===== src/rtl/control_unit.sv =====
// Sequencing control unit: a Moore FSM that fetches and decodes each instruction and
// drives the PC, accumulator, carry and memory strobes. It also counts retired instructions.
module control_unit #(
  parameter int CNT_W = 16
) (
  input  logic             clk,
  input  logic             rst,
  input  logic             ce,
  input  logic [2:0]       code_op,
  input  logic             carry,
  output logic             load_RI,
  output logic             init_PC,
  output logic             inc_PC,
  output logic             load_PC,
  output logic             load_ACC,
  output logic [1:0]       sel_UAL,
  output logic             load_carry,
  output logic             init_carry,
  output logic             en_mem,
  output logic             we_mem,
  output logic             sel_ADR,
  output logic             halted,
  output logic [CNT_W-1:0] instr_count
);

  typedef enum logic [3:0] {
    INIT, FETCH_INS, LOAD_INS, DECODE, FETCH_OP, EXE_UAL, STORE, JUMP, HALT
  } state_t;

  localparam logic [2:0] OP_NOR = 3'b000, OP_ADD = 3'b001, OP_STA = 3'b010, OP_JCC = 3'b011,
                         OP_AND = 3'b100, OP_LDA = 3'b101, OP_JMP = 3'b110, OP_HLT = 3'b111;

  // Bit positions in the strobe vector
  localparam int B_LOAD_RI = 0, B_INIT_PC = 1, B_INC_PC = 2, B_LOAD_PC = 3, B_LOAD_ACC = 4,
                 B_SEL0 = 5, B_SEL1 = 6, B_LOAD_CARRY = 7, B_INIT_CARRY = 8, B_EN_MEM = 9,
                 B_WE_MEM = 10, B_SEL_ADR = 11, NSTR = 12;

  state_t            state_reg, state_next;
  logic [2:0]        op_reg;
  logic [CNT_W-1:0]  count_reg;
  logic              retire;
  logic [NSTR-1:0]   strobe_raw;
  logic [NSTR-1:0]   strobe;

  always_ff @(posedge clk or negedge rst) begin
    if (!rst) begin
      state_reg <= INIT;
      op_reg    <= OP_NOR;
      count_reg <= '0;
    end else if (ce) begin
      state_reg <= state_next;
      // The opcode is captured in DECODE so EXE_UAL ignores later changes on code_op
      if (state_reg == DECODE) op_reg <= code_op;
      if (retire) count_reg <= count_reg + CNT_W'(1);
    end
  end

  always_comb begin
    state_next = state_reg;
    strobe_raw = '0;
    retire     = 1'b0;
    case (state_reg)
      INIT: begin
        strobe_raw[B_INIT_PC]    = 1'b1;
        strobe_raw[B_INIT_CARRY] = 1'b1;
        state_next               = FETCH_INS;
      end
      FETCH_INS: begin
        strobe_raw[B_EN_MEM] = 1'b1;
        state_next           = LOAD_INS;
      end
      LOAD_INS: begin
        strobe_raw[B_LOAD_RI] = 1'b1;
        strobe_raw[B_INC_PC]  = 1'b1;
        state_next            = DECODE;
      end
      DECODE: begin
        case (code_op)
          OP_STA:         state_next = STORE;
          OP_JCC, OP_JMP: state_next = JUMP;
          OP_HLT: begin
            state_next = HALT;
            retire     = 1'b1;
          end
          default:        state_next = FETCH_OP;
        endcase
      end
      FETCH_OP: begin
        strobe_raw[B_EN_MEM]  = 1'b1;
        strobe_raw[B_SEL_ADR] = 1'b1;
        state_next            = EXE_UAL;
      end
      EXE_UAL: begin
        strobe_raw[B_LOAD_ACC] = 1'b1;
        case (op_reg)
          OP_ADD: begin
            strobe_raw[B_SEL0]       = 1'b1;
            strobe_raw[B_LOAD_CARRY] = 1'b1;
          end
          OP_AND:  strobe_raw[B_SEL1] = 1'b1;
          OP_LDA: begin
            strobe_raw[B_SEL0] = 1'b1;
            strobe_raw[B_SEL1] = 1'b1;
          end
          default: ;
        endcase
        retire     = 1'b1;
        state_next = FETCH_INS;
      end
      STORE: begin
        strobe_raw[B_EN_MEM]  = 1'b1;
        strobe_raw[B_WE_MEM]  = 1'b1;
        strobe_raw[B_SEL_ADR] = 1'b1;
        retire                = 1'b1;
        state_next            = FETCH_INS;
      end
      JUMP: begin
        strobe_raw[B_LOAD_PC]    = (code_op == OP_JMP) || ((code_op == OP_JCC) && !carry);
        strobe_raw[B_INIT_CARRY] = (code_op == OP_JCC);
        retire                   = 1'b1;
        state_next               = FETCH_INS;
      end
      HALT:    state_next = HALT;
      default: state_next = INIT;
    endcase
  end

  // Gating with rst keeps the INIT strobes quiet while reset is held
  genvar gi;
  generate
    for (gi = 0; gi < NSTR; gi++) begin : g_gate
      assign strobe[gi] = strobe_raw[gi] & ce & rst;
    end
  endgenerate

  assign load_RI     = strobe[B_LOAD_RI];
  assign init_PC     = strobe[B_INIT_PC];
  assign inc_PC      = strobe[B_INC_PC];
  assign load_PC     = strobe[B_LOAD_PC];
  assign load_ACC    = strobe[B_LOAD_ACC];
  assign sel_UAL     = {strobe[B_SEL1], strobe[B_SEL0]};
  assign load_carry  = strobe[B_LOAD_CARRY];
  assign init_carry  = strobe[B_INIT_CARRY];
  assign en_mem      = strobe[B_EN_MEM];
  assign we_mem      = strobe[B_WE_MEM];
  assign sel_ADR     = strobe[B_SEL_ADR];
  assign halted      = (state_reg == HALT);
  assign instr_count = count_reg;

endmodule


===== config.mk =====
export PLATFORM = sky130hd
export DESIGN_NAME = control_unit
export DESIGN_NICKNAME = d
export VERILOG_FILES = /design/src/rtl/control_unit.sv
export SDC_FILE = /design/constraint.sdc
export NUM_CORES = 1
export LEC_CHECK = 0
export CORE_AREA = 2 2 64 78
export CTS_CLUSTER_SIZE = 8
export DETAILED_ROUTE_END_ITERATION = 8
export DIE_AREA = 0 0 66 80
export GPL_TIMING_DRIVEN = 0
export RECOVER_POWER = 50
export SLEW_MARGIN = 20
export SYNTH_ARGS = -nofsm -noshare
export SYNTH_HDL_FRONTEND = slang
export SYNTH_SLANG_ARGS = --single-unit

===== constraint.sdc =====
create_clock -name clk -period 2.4 [get_ports clk]
set_input_delay 0.48 -clock clk [delete_from_list [all_inputs] [get_ports clk]]
set_output_delay 0.48 -clock clk [all_outputs]
set_load 0.02 [all_outputs]

# Word level (Yosys, flattened, before mapping)
# Index checks and enable logic that the tools add are counted.
[op_classes]
n_addsub = 1
multipliers = 0
n_div = 0
magnitude_cmp = 0
eq_ne = 15
shift = 0
n_mux = 15
n_bitwise = 22
reduce_logical = 13
[op_table]
columns = ["cell", "n"]
rows = [
  ["4-bit case mux with 6 select lines", 1],
  ["1-bit bitwise AND", 22],
  ["16-bit by 1-bit adder with 16-bit output, second input constant", 1],
  ["4-bit by 3-bit == test with 1-bit output, second input constant", 4],
  ["3-bit == test, second input constant", 4],
  ["4-bit case mux with 3 select lines", 1],
  ["1-bit 2-to-1 mux", 10],
  ["4-bit by 2-bit == test with 1-bit output, second input constant", 2],
  ["2-bit OR reduction", 4],
  ["3-bit by 2-bit == test with 1-bit output, second input constant", 2],
  ["3-bit OR reduction", 2],
  ["4-bit by 1-bit == test with 1-bit output, second input constant", 1],
  ["4-bit == test, second input constant", 1],
  ["4-bit logical NOT", 1],
  ["4-bit 2-to-1 mux", 1],
  ["1-bit case mux with 2 select lines", 2],
  ["2-bit AND reduction", 2],
  ["4-bit OR reduction", 1],
  ["3-bit by 1-bit == test with 1-bit output, second input constant", 1],
  ["1-bit logical AND", 1],
  ["1-bit logical NOT", 1],
  ["1-bit logical OR", 1],
]
[word_totals]
regBits = 23
latchBits = 0
ramBits = 0
mem_bits_ro = 0
in_bits = 7
output_inout_bits = 29
elab_cells = 69
memories = 0

# Longest topological paths before layout
# Gate-level depths: netlist (run 1).
[logic_depth]
depth_word = 6
mapped_depth = 6
mapped_depth_nobuf = 4

# Least setup slack after synthesis (run 1)
# OpenSTA, ideal clock, no wires.
[synth_path]
path_kind = "input to output"
from = "in ce"
to = "out load_carry"
arrival_ns = 1.641
required_ns = 1.920
path_slack_ns = 0.279
stages = 5
n_path_buf = 1
path_cell_list = "buf_2 -> nand4b_1 -> nor3_1 -> and2_1 -> nor2b_1"
[synth_via]
elab_chain_len = 2
[synth_lines]
columns = ["element", "line", "rtl"]
rows = [
  ["start: declaration", "8", "input logic ce,"],
  ["1-bit bitwise AND (2 in series)", "132", "assign strobe[gi] = strobe_raw[gi] & ce & rst;"],
  ["end: declaration", "17", "output logic load_carry,"],
]
# Every way passes these cells.

# Worst setup path after layout (run 1)
[layout_path]
from = "reg state_reg[2]"
to = "out sel_ADR"
[layout_via]
elab_chain_len = 5
elab_cells_between_ends = 6
classes_between = "eq/ne: 2; mux: 1; bitwise: 2; reduce/logical: 1"
[layout_lines]
columns = ["element", "line", "rtl"]
rows = [
  ["start: declaration", "38", "state_t state_reg, state_next;"],
  ["start signal: assignment", "51", "state_reg <= state_next;"],
  ["4-bit by 3-bit == test with 1-bit output", "62", "case (state_reg)"],
  ["2-bit OR reduction (no source line) (*)", "-", ""],
  ["1-bit 2-to-1 mux (*)", "62", ""],
  ["1-bit bitwise AND (*) (2 in series)", "132", ""],
  ["end: declaration", "21", "output logic sel_ADR,"],
]
# Mark *: on every way between the ends. The rest lies on a longest branch, timed or not.

==> flow_metrics.py, run 1 <==
metrics = {
    "clocking": {
        "clock_path_buffers": 2,
        "root_buffer": "clkbuf_8",
        "clock_latency_ns": 0.26,
        "path_clk_slew_ns": 0.08,
        "post_cts_buffers": 0,
        "numCtsBuffers": 3,
        "postCtsHoldBufs": 0,
        "cts.sinks": 23,
        "cts_tree": "yes",
        "htreeDepth": 1,
    },
    "placement": {
        "place.gp.congestion": 0.789,
        "dp_cells": 220,
        "io_buffers": 34,
        "dp_slack_ns": -0.552,
        "placed_cell_area_um2": 1720,
        "post-dp-hpwl_um": 2140,
    },
    "timing": {
        "hold-worst-slack_ns": 0.0598,
        "maxSlewHeadroom_pct": 73.2,
        "fin_crit_sh_pct": 95.4,
        "tightest_slew_ns": 0.401,
        "rsz0062_at_grt": "no",
        "tns_ns": 0,
        "finalWorstSetupSlack_ns": 0.111,
        "clock.fmax_ghz": 0.437,
        "layout_min_cycle_time_ns": 2.29,
        "finalMaxSlewViolations": 0,
        "final-hold-violation-count": 0,
        "setup_viol": 0,
        "fin_worst_skew_ns": 0.00108,
    },
    "floorplan": {
        "die_y_um": 80,
        "die_x_um": 66,
        "die_area_um2": 5280,
        "core-area_um2": 4530,
        "fp-row-count": 27,
        "start_util_pct": 29.1,
        "io_pins": 36,
    },
    "synthesis": {
        "synth_common_cells": "dfrtp_1, xnor2_1, nor2_1",
        "synth_ff_type": "dfrtp_1",
        "seq_area_frac_synth_pct": 43.7,
        "synth_cell_types": 38,
        "synth_area_leaders": "dfrtp_1, xnor2_1, and3_1",
        "yosys.area.top_type": "dfrtp_1",
        "syn_area_um2": 1320,
        "synth_enable_flop_cells": 0,
        "yosysMostFrequentCell": "dfrtp_1",
        "synth_top_area_share_pct": 43.7,
        "synth_seq_cells": 23,
        "synthCells": 128,
        "avgSynthCellArea_um2": 10.3,
        "syn-num-nets": 136,
        "synth-async-reset-ratio_pct": 100,
        "ys_warn_count": 0,
    },
    "routing": {
        "wl_um": 3010,
        "drt_first_pass_iters": 4,
        "drt_iter0_markers": 58,
        "num_vias": 1124,
        "route.detailed.drc": 0,
        "ant_nets": 0,
        "viasPerCell": 5.02,
        "post_drt_wl_per_cell_um": 13.4,
    },
    "layout": {
        "finalCoreUtilization_pct": 39.4,
        "instances_no_fill": 224,
        "largest_reg_flops": 16,
        "finalInstanceArea_um2": 1790,
        "nFillCells": 467,
        "antennaDiodeCount": 0,
        "layout-drive-gt1-share_pct": 13.3,
        "area_delta_synth_final_pct": 35.6,
        "nets": 175,
    },
    "critical_path": {
        "r2r_slack_ns": 0.60,
        "rr_startpoint": "state_reg[3]$_DFFE_PN0P_",
        "crit_path_max_incr_delay_ns": 0.61,
        "critPathLaunchType": "flop",
        "slowest_stage": "clkdlybuf4s50_1",
        "cp-startpoint": "state_reg[2]$_DFFE_PN0P_",
        "criticalPathCategory": "flop to output pin",
        "worst_setup_path_end_kind": "output pin",
        "r2r_end": "instr_count[13]$_DFFE_PN0P_",
        "crit_chain": "buf_4 -> nand4b_1 -> nor2_1 -> clkdlybuf4s50_1",
        "worstPathArrival_ns": 1.81,
        "ff2ff_path_depth": 5,
        "path_max_fanout": 10,
        "required_ns": 1.92,
        "crit_end": "sel_ADR",
    },
    "global_routing": {
        "grt_max_degree": 28,
        "grt_pass1_vias": 1140,
        "globalRouteOverflowTotal": 0,
        "grt_pass1_wl_um": 5190,
        "globalRouteTotalUtil_pct": 12.4,
        "antenna_found_initial": 0,
    },
    "flow_run": {
        "cap_violations": 0,
    },
    "run_status": {
        "status": "completed",
    },
    "pwr": {
        "ir_drop_uv": 509,
        "leakage_nw": 0.842,
        "total_power_mw": 1.29,
        "power_density_nw_per_um2": 723,
    },
    "hold_path": {
        "hold_class": "input port to async pin",
    },
}
timing repair:
| action | CTS | global route |
|---|---|---|
| setup endpoints to repair | 12 | 9 |
| resized for setup | 10 | 8 |
| pin swaps | 0 | 0 |
per-layer routing:
layer	routed length [um]	track usage (%)	share of wire, %
met1	1390	16.8	46
met2	1390	19.8	46
met3	183	2.12	6.1
met4	40	4.29	1.3
met5	0	0	0
power breakdown:
group | switching [mW] | leakage (nW) | internal, mW
combinational | 0.263 | 0.515 | 0.215
clock | 0.124 | 0.0228 | 0.119
sequential | 0.0990 | 0.304 | 0.471
how the worst min path moves through the flow:
stage / end / slack [ns] / startpoint / depth (start not counted)
after global routing: instr_count[6]$_DFFE_PN0P_ / 0.07 / rst / 1
after CTS: instr_count[9]$_DFFE_PN0P_ / 0.11 / rst / 1
final: instr_count[12]$_DFFE_PN0P_ / 0.06 / rst / 1
after detailed placement: instr_count[15]$_DFFE_PN0P_ / 0.47 / instr_count[15]$_DFFE_PN0P_ / 1
after global placement: op_reg[0]$_DFFE_PN0P_ / 0.47 / op_reg[0]$_DFFE_PN0P_ / 2
after floorplan: instr_count[0]$_DFFE_PN0P_ / 0.18 / rst / 0
cell type report:
type	count	area (um2)	share of cell area (%)
Multi-Input combinational cell	94	684	38.3
Buffer	7	51.3	2.87
Tap cell	58	72.6	4.06
Clock buffer	4	45.0	2.52
Inverter	4	15.0	0.841
Sequential cell	23	577	32.3
Timing Repair Buffer	34	340	19.1
kinds of logic after synthesis:
| group | synth area share [%] |
|---|---|
| buf+inv | 4.85 |
| simple gates | 21.5 |
| xor+xnor | 10.6 |
| fa+ha+maj | 0.950 |
| compound gates | 16.6 |
| mux | 1.71 |
| flops | 43.7 |
cells in the final DEF, fill, tap and decap left out, drive strengths merged, types with 3 or more instances in the layout:
cell type	synthesis	final
dfrtp	23	23
xnor2	15	15
clkdlybuf4s50	0	15
nor2	10	10
and3	8	8
dlygate4sd3	0	8
o21ai	7	7
o2111ai	7	7
buf	6	7
nand2	6	6
and2	6	6
clkbuf	1	6
o211ai	5	5
dlygate4sd2	0	5
inv	4	4
a21oi	4	4
dlymetal6s2s	0	4
and4	3	3
nor3	3	3
critical path: cells and delay by family (launching register included):
family / cells / cell delay (ns)
simple gates: 2 / 0.35
flops: 1 / 0.41
buf+inv: 2 / 0.79
No activity file was read; power rests on OpenSTA's default activity.
==> inputs of run 2 (changes only) <==
RECOVER_POWER = 25   (was 50)
==> run 2 against run 1 <==
Against the previous run: total power grew 0.48%; global-route usage is the same; maximum frequency decreased by 0.12%; clock skew is essentially flat; combinational power is 1% higher; highest routed layer unchanged; sequential power is essentially flat; clock-buffer cell count unchanged; routed wire length grew 0.37%; critical endpoint unchanged; setup slack got worse by 0.0027 ns.
==> flow_metrics.py, run 2 (synthesis results as in run 1) <==
metrics = {
    "timing": {
        "fin_worst_skew_ns": 0.00134,
        "layout_min_cycle_time_ns": 2.29,
        "rsz0062_at_grt": "no",
        "maxSlewHeadroom_pct": 73.2,
        "tns_ns": 0,
        "fin_crit_sh_pct": 95.5,
        "tightest_slew_ns": 0.401,
        "hold-worst-slack_ns": 0.0600,
        "clock.fmax_ghz": 0.436,
        "finalWorstSetupSlack_ns": 0.108,
        "final-hold-violation-count": 0,
        "setup_viol": 0,
        "finalMaxSlewViolations": 0,
    },
    "routing": {
        "num_vias": 1119,
        "post_drt_wl_per_cell_um": 13.5,
        "viasPerCell": 5.00,
        "drt_iter0_markers": 58,
        "ant_nets": 0,
        "wl_um": 3020,
        "route.detailed.drc": 0,
        "drt_first_pass_iters": 4,
    },
    "pwr": {
        "switching_power_mw": 0.488,
        "ir_drop_uv": 523,
        "netSwitchingFraction_pct": 37.6,
        "pwr-share-seq_pct": 44.1,
        "p_int_mw": 0.809,
        "leakage_nw": 0.819,
        "power_density_nw_per_um2": 725,
        "pwr-share-clk_pct": 18.7,
        "comb_power_share_pct": 37.2,
    },
    "clocking": {
        "htreeDepth": 1,
        "root_buffer": "clkbuf_8",
        "cts.sinks": 23,
        "numCtsBuffers": 3,
        "post_cts_buffers": 0,
        "path_clk_slew_ns": 0.08,
        "cts_tree": "yes",
        "postCtsHoldBufs": 0,
        "clock_latency_ns": 0.26,
        "clock_path_buffers": 2,
    },
    "critical_path": {
        "cp_top_family": "buffers and inverters",
        "cp-startpoint": "state_reg[2]$_DFFE_PN0P_",
        "required_ns": 1.92,
        "rr_startpoint": "state_reg[3]$_DFFE_PN0P_",
        "worst_setup_path_end_kind": "output pin",
        "crit_path_max_incr_delay_ns": 0.61,
        "path_max_fanout": 10,
        "critPathLaunchType": "flop",
        "worst-path-buf-inv": 2,
        "slowest_stage": "clkdlybuf4s50_1",
        "criticalPathCategory": "flop to output pin",
        "worstPathArrival_ns": 1.81,
        "crit_chain": "buf_4 -> nand4b_1 -> nor2_1 -> clkdlybuf4s50_1",
    },
    "global_routing": {
        "grt_max_degree": 28,
        "globalRouteTotalUtil_pct": 12.4,
        "grt_pass1_vias": 1140,
        "antenna_found_initial": 0,
        "globalRouteOverflowTotal": 0,
        "grt_pass1_wl_um": 5190,
    },
    "layout": {
        "layout_commonest_cell": "clkdlybuf4s50_1",
        "instances_no_fill": 224,
        "largest_reg_flops": 16,
        "antennaDiodeCount": 0,
        "layout-drive-gt1-share_pct": 13.9,
        "nets": 175,
        "area_delta_synth_final_pct": 35.8,
        "layout_common_cells": "clkdlybuf4s50_1, dfrtp_1, xnor2_1, nor2_1, and3_1",
    },
    "placement": {
        "post-dp-hpwl_um": 2140,
        "place.gp.congestion": 0.789,
        "dp_cells": 220,
        "dp_slack_ns": -0.552,
        "io_buffers": 34,
    },
    "floorplan": {
        "die_y_um": 80,
        "core-area_um2": 4530,
        "fp-row-count": 27,
        "io_pins": 36,
        "die_x_um": 66,
        "die_area_um2": 5280,
        "start_util_pct": 29.1,
    },
    "flow_run": {
        "cap_violations": 0,
    },
    "hold_path": {
        "hold_class": "input port to async pin",
    },
    "run_status": {
        "status": "completed",
    },
}
## run 2: changes by cell type in the layout (fill, tap and decap cells not counted), sizes merged
cell,change
clkdlybuf4s50,+8
dlygate4sd3,-8
## run 2: stage by stage
stage | util (%) | instance area [um2] | total power, mW
2_1_floorplan | - | 1320 | 0.865
3_3_place_gp | 38.2 | 1730 | 1.05
3_5_place_dp | 38.1 | 1720 | 1.06
4_1_cts | 39.2 | 1770 | 1.31
5_1_grt | 39.5 | 1790 | 1.39
6_report | 39.5 | 1790 | 1.30
## run 2: cell type report
type | instances | area [um2]
Fill cell | 466 | 2740
Timing Repair Buffer | 34 | 340
Inverter | 4 | 15.0
Buffer | 7 | 51.3
Sequential cell | 23 | 577
Multi-Input combinational cell | 94 | 687
Tap cell | 58 | 72.6
Clock buffer | 4 | 45.0
## run 2: worst paths after layout
path	end	slack, ns	cells past startpoint
min in group clk	instr_count[15]$_DFFE_PN0P_	0.48	1
max in group asynchronous	state_reg[2]$_DFFE_PN0P_	2.12	1
hold / removal	instr_count[12]$_DFFE_PN0P_	0.06	1
setup / recovery	sel_ADR	0.11	4
setup reg to reg	instr_count[13]$_DFFE_PN0P_	0.63	5
hold reg to reg	instr_count[15]$_DFFE_PN0P_	0.48	1
## run 2: timing repair
item,in CTS,in global routing
endpoints found under the setup margin,12,9
endpoints found under the hold margin,0,0
resized for setup,10,8
gates cloned,0,0
## run 2: power groups by stage
| stage | combinational (mW) | sequential, mW | clock, mW |
|---|---|---|---|
| 2_1_floorplan | 0.270 | 0.595 | 0 |
| 5_1_grt | 0.534 | 0.588 | 0.267 |
| 4_1_cts | 0.488 | 0.569 | 0.255 |
| 3_5_place_dp | 0.484 | 0.573 | 0 |
| 3_3_place_gp | 0.475 | 0.571 | 0 |
| 6_report | 0.483 | 0.571 | 0.243 |
## run 2: per-layer routing
metal  up-vias  global-route usage (%)  routed length (um)
met5         -                       0                   0
met3         5                    2.12                 167
met4         0                    4.29                  40
li1        539                       -                   -
met2        31                    19.8                1390
met1       544                    16.8                1420
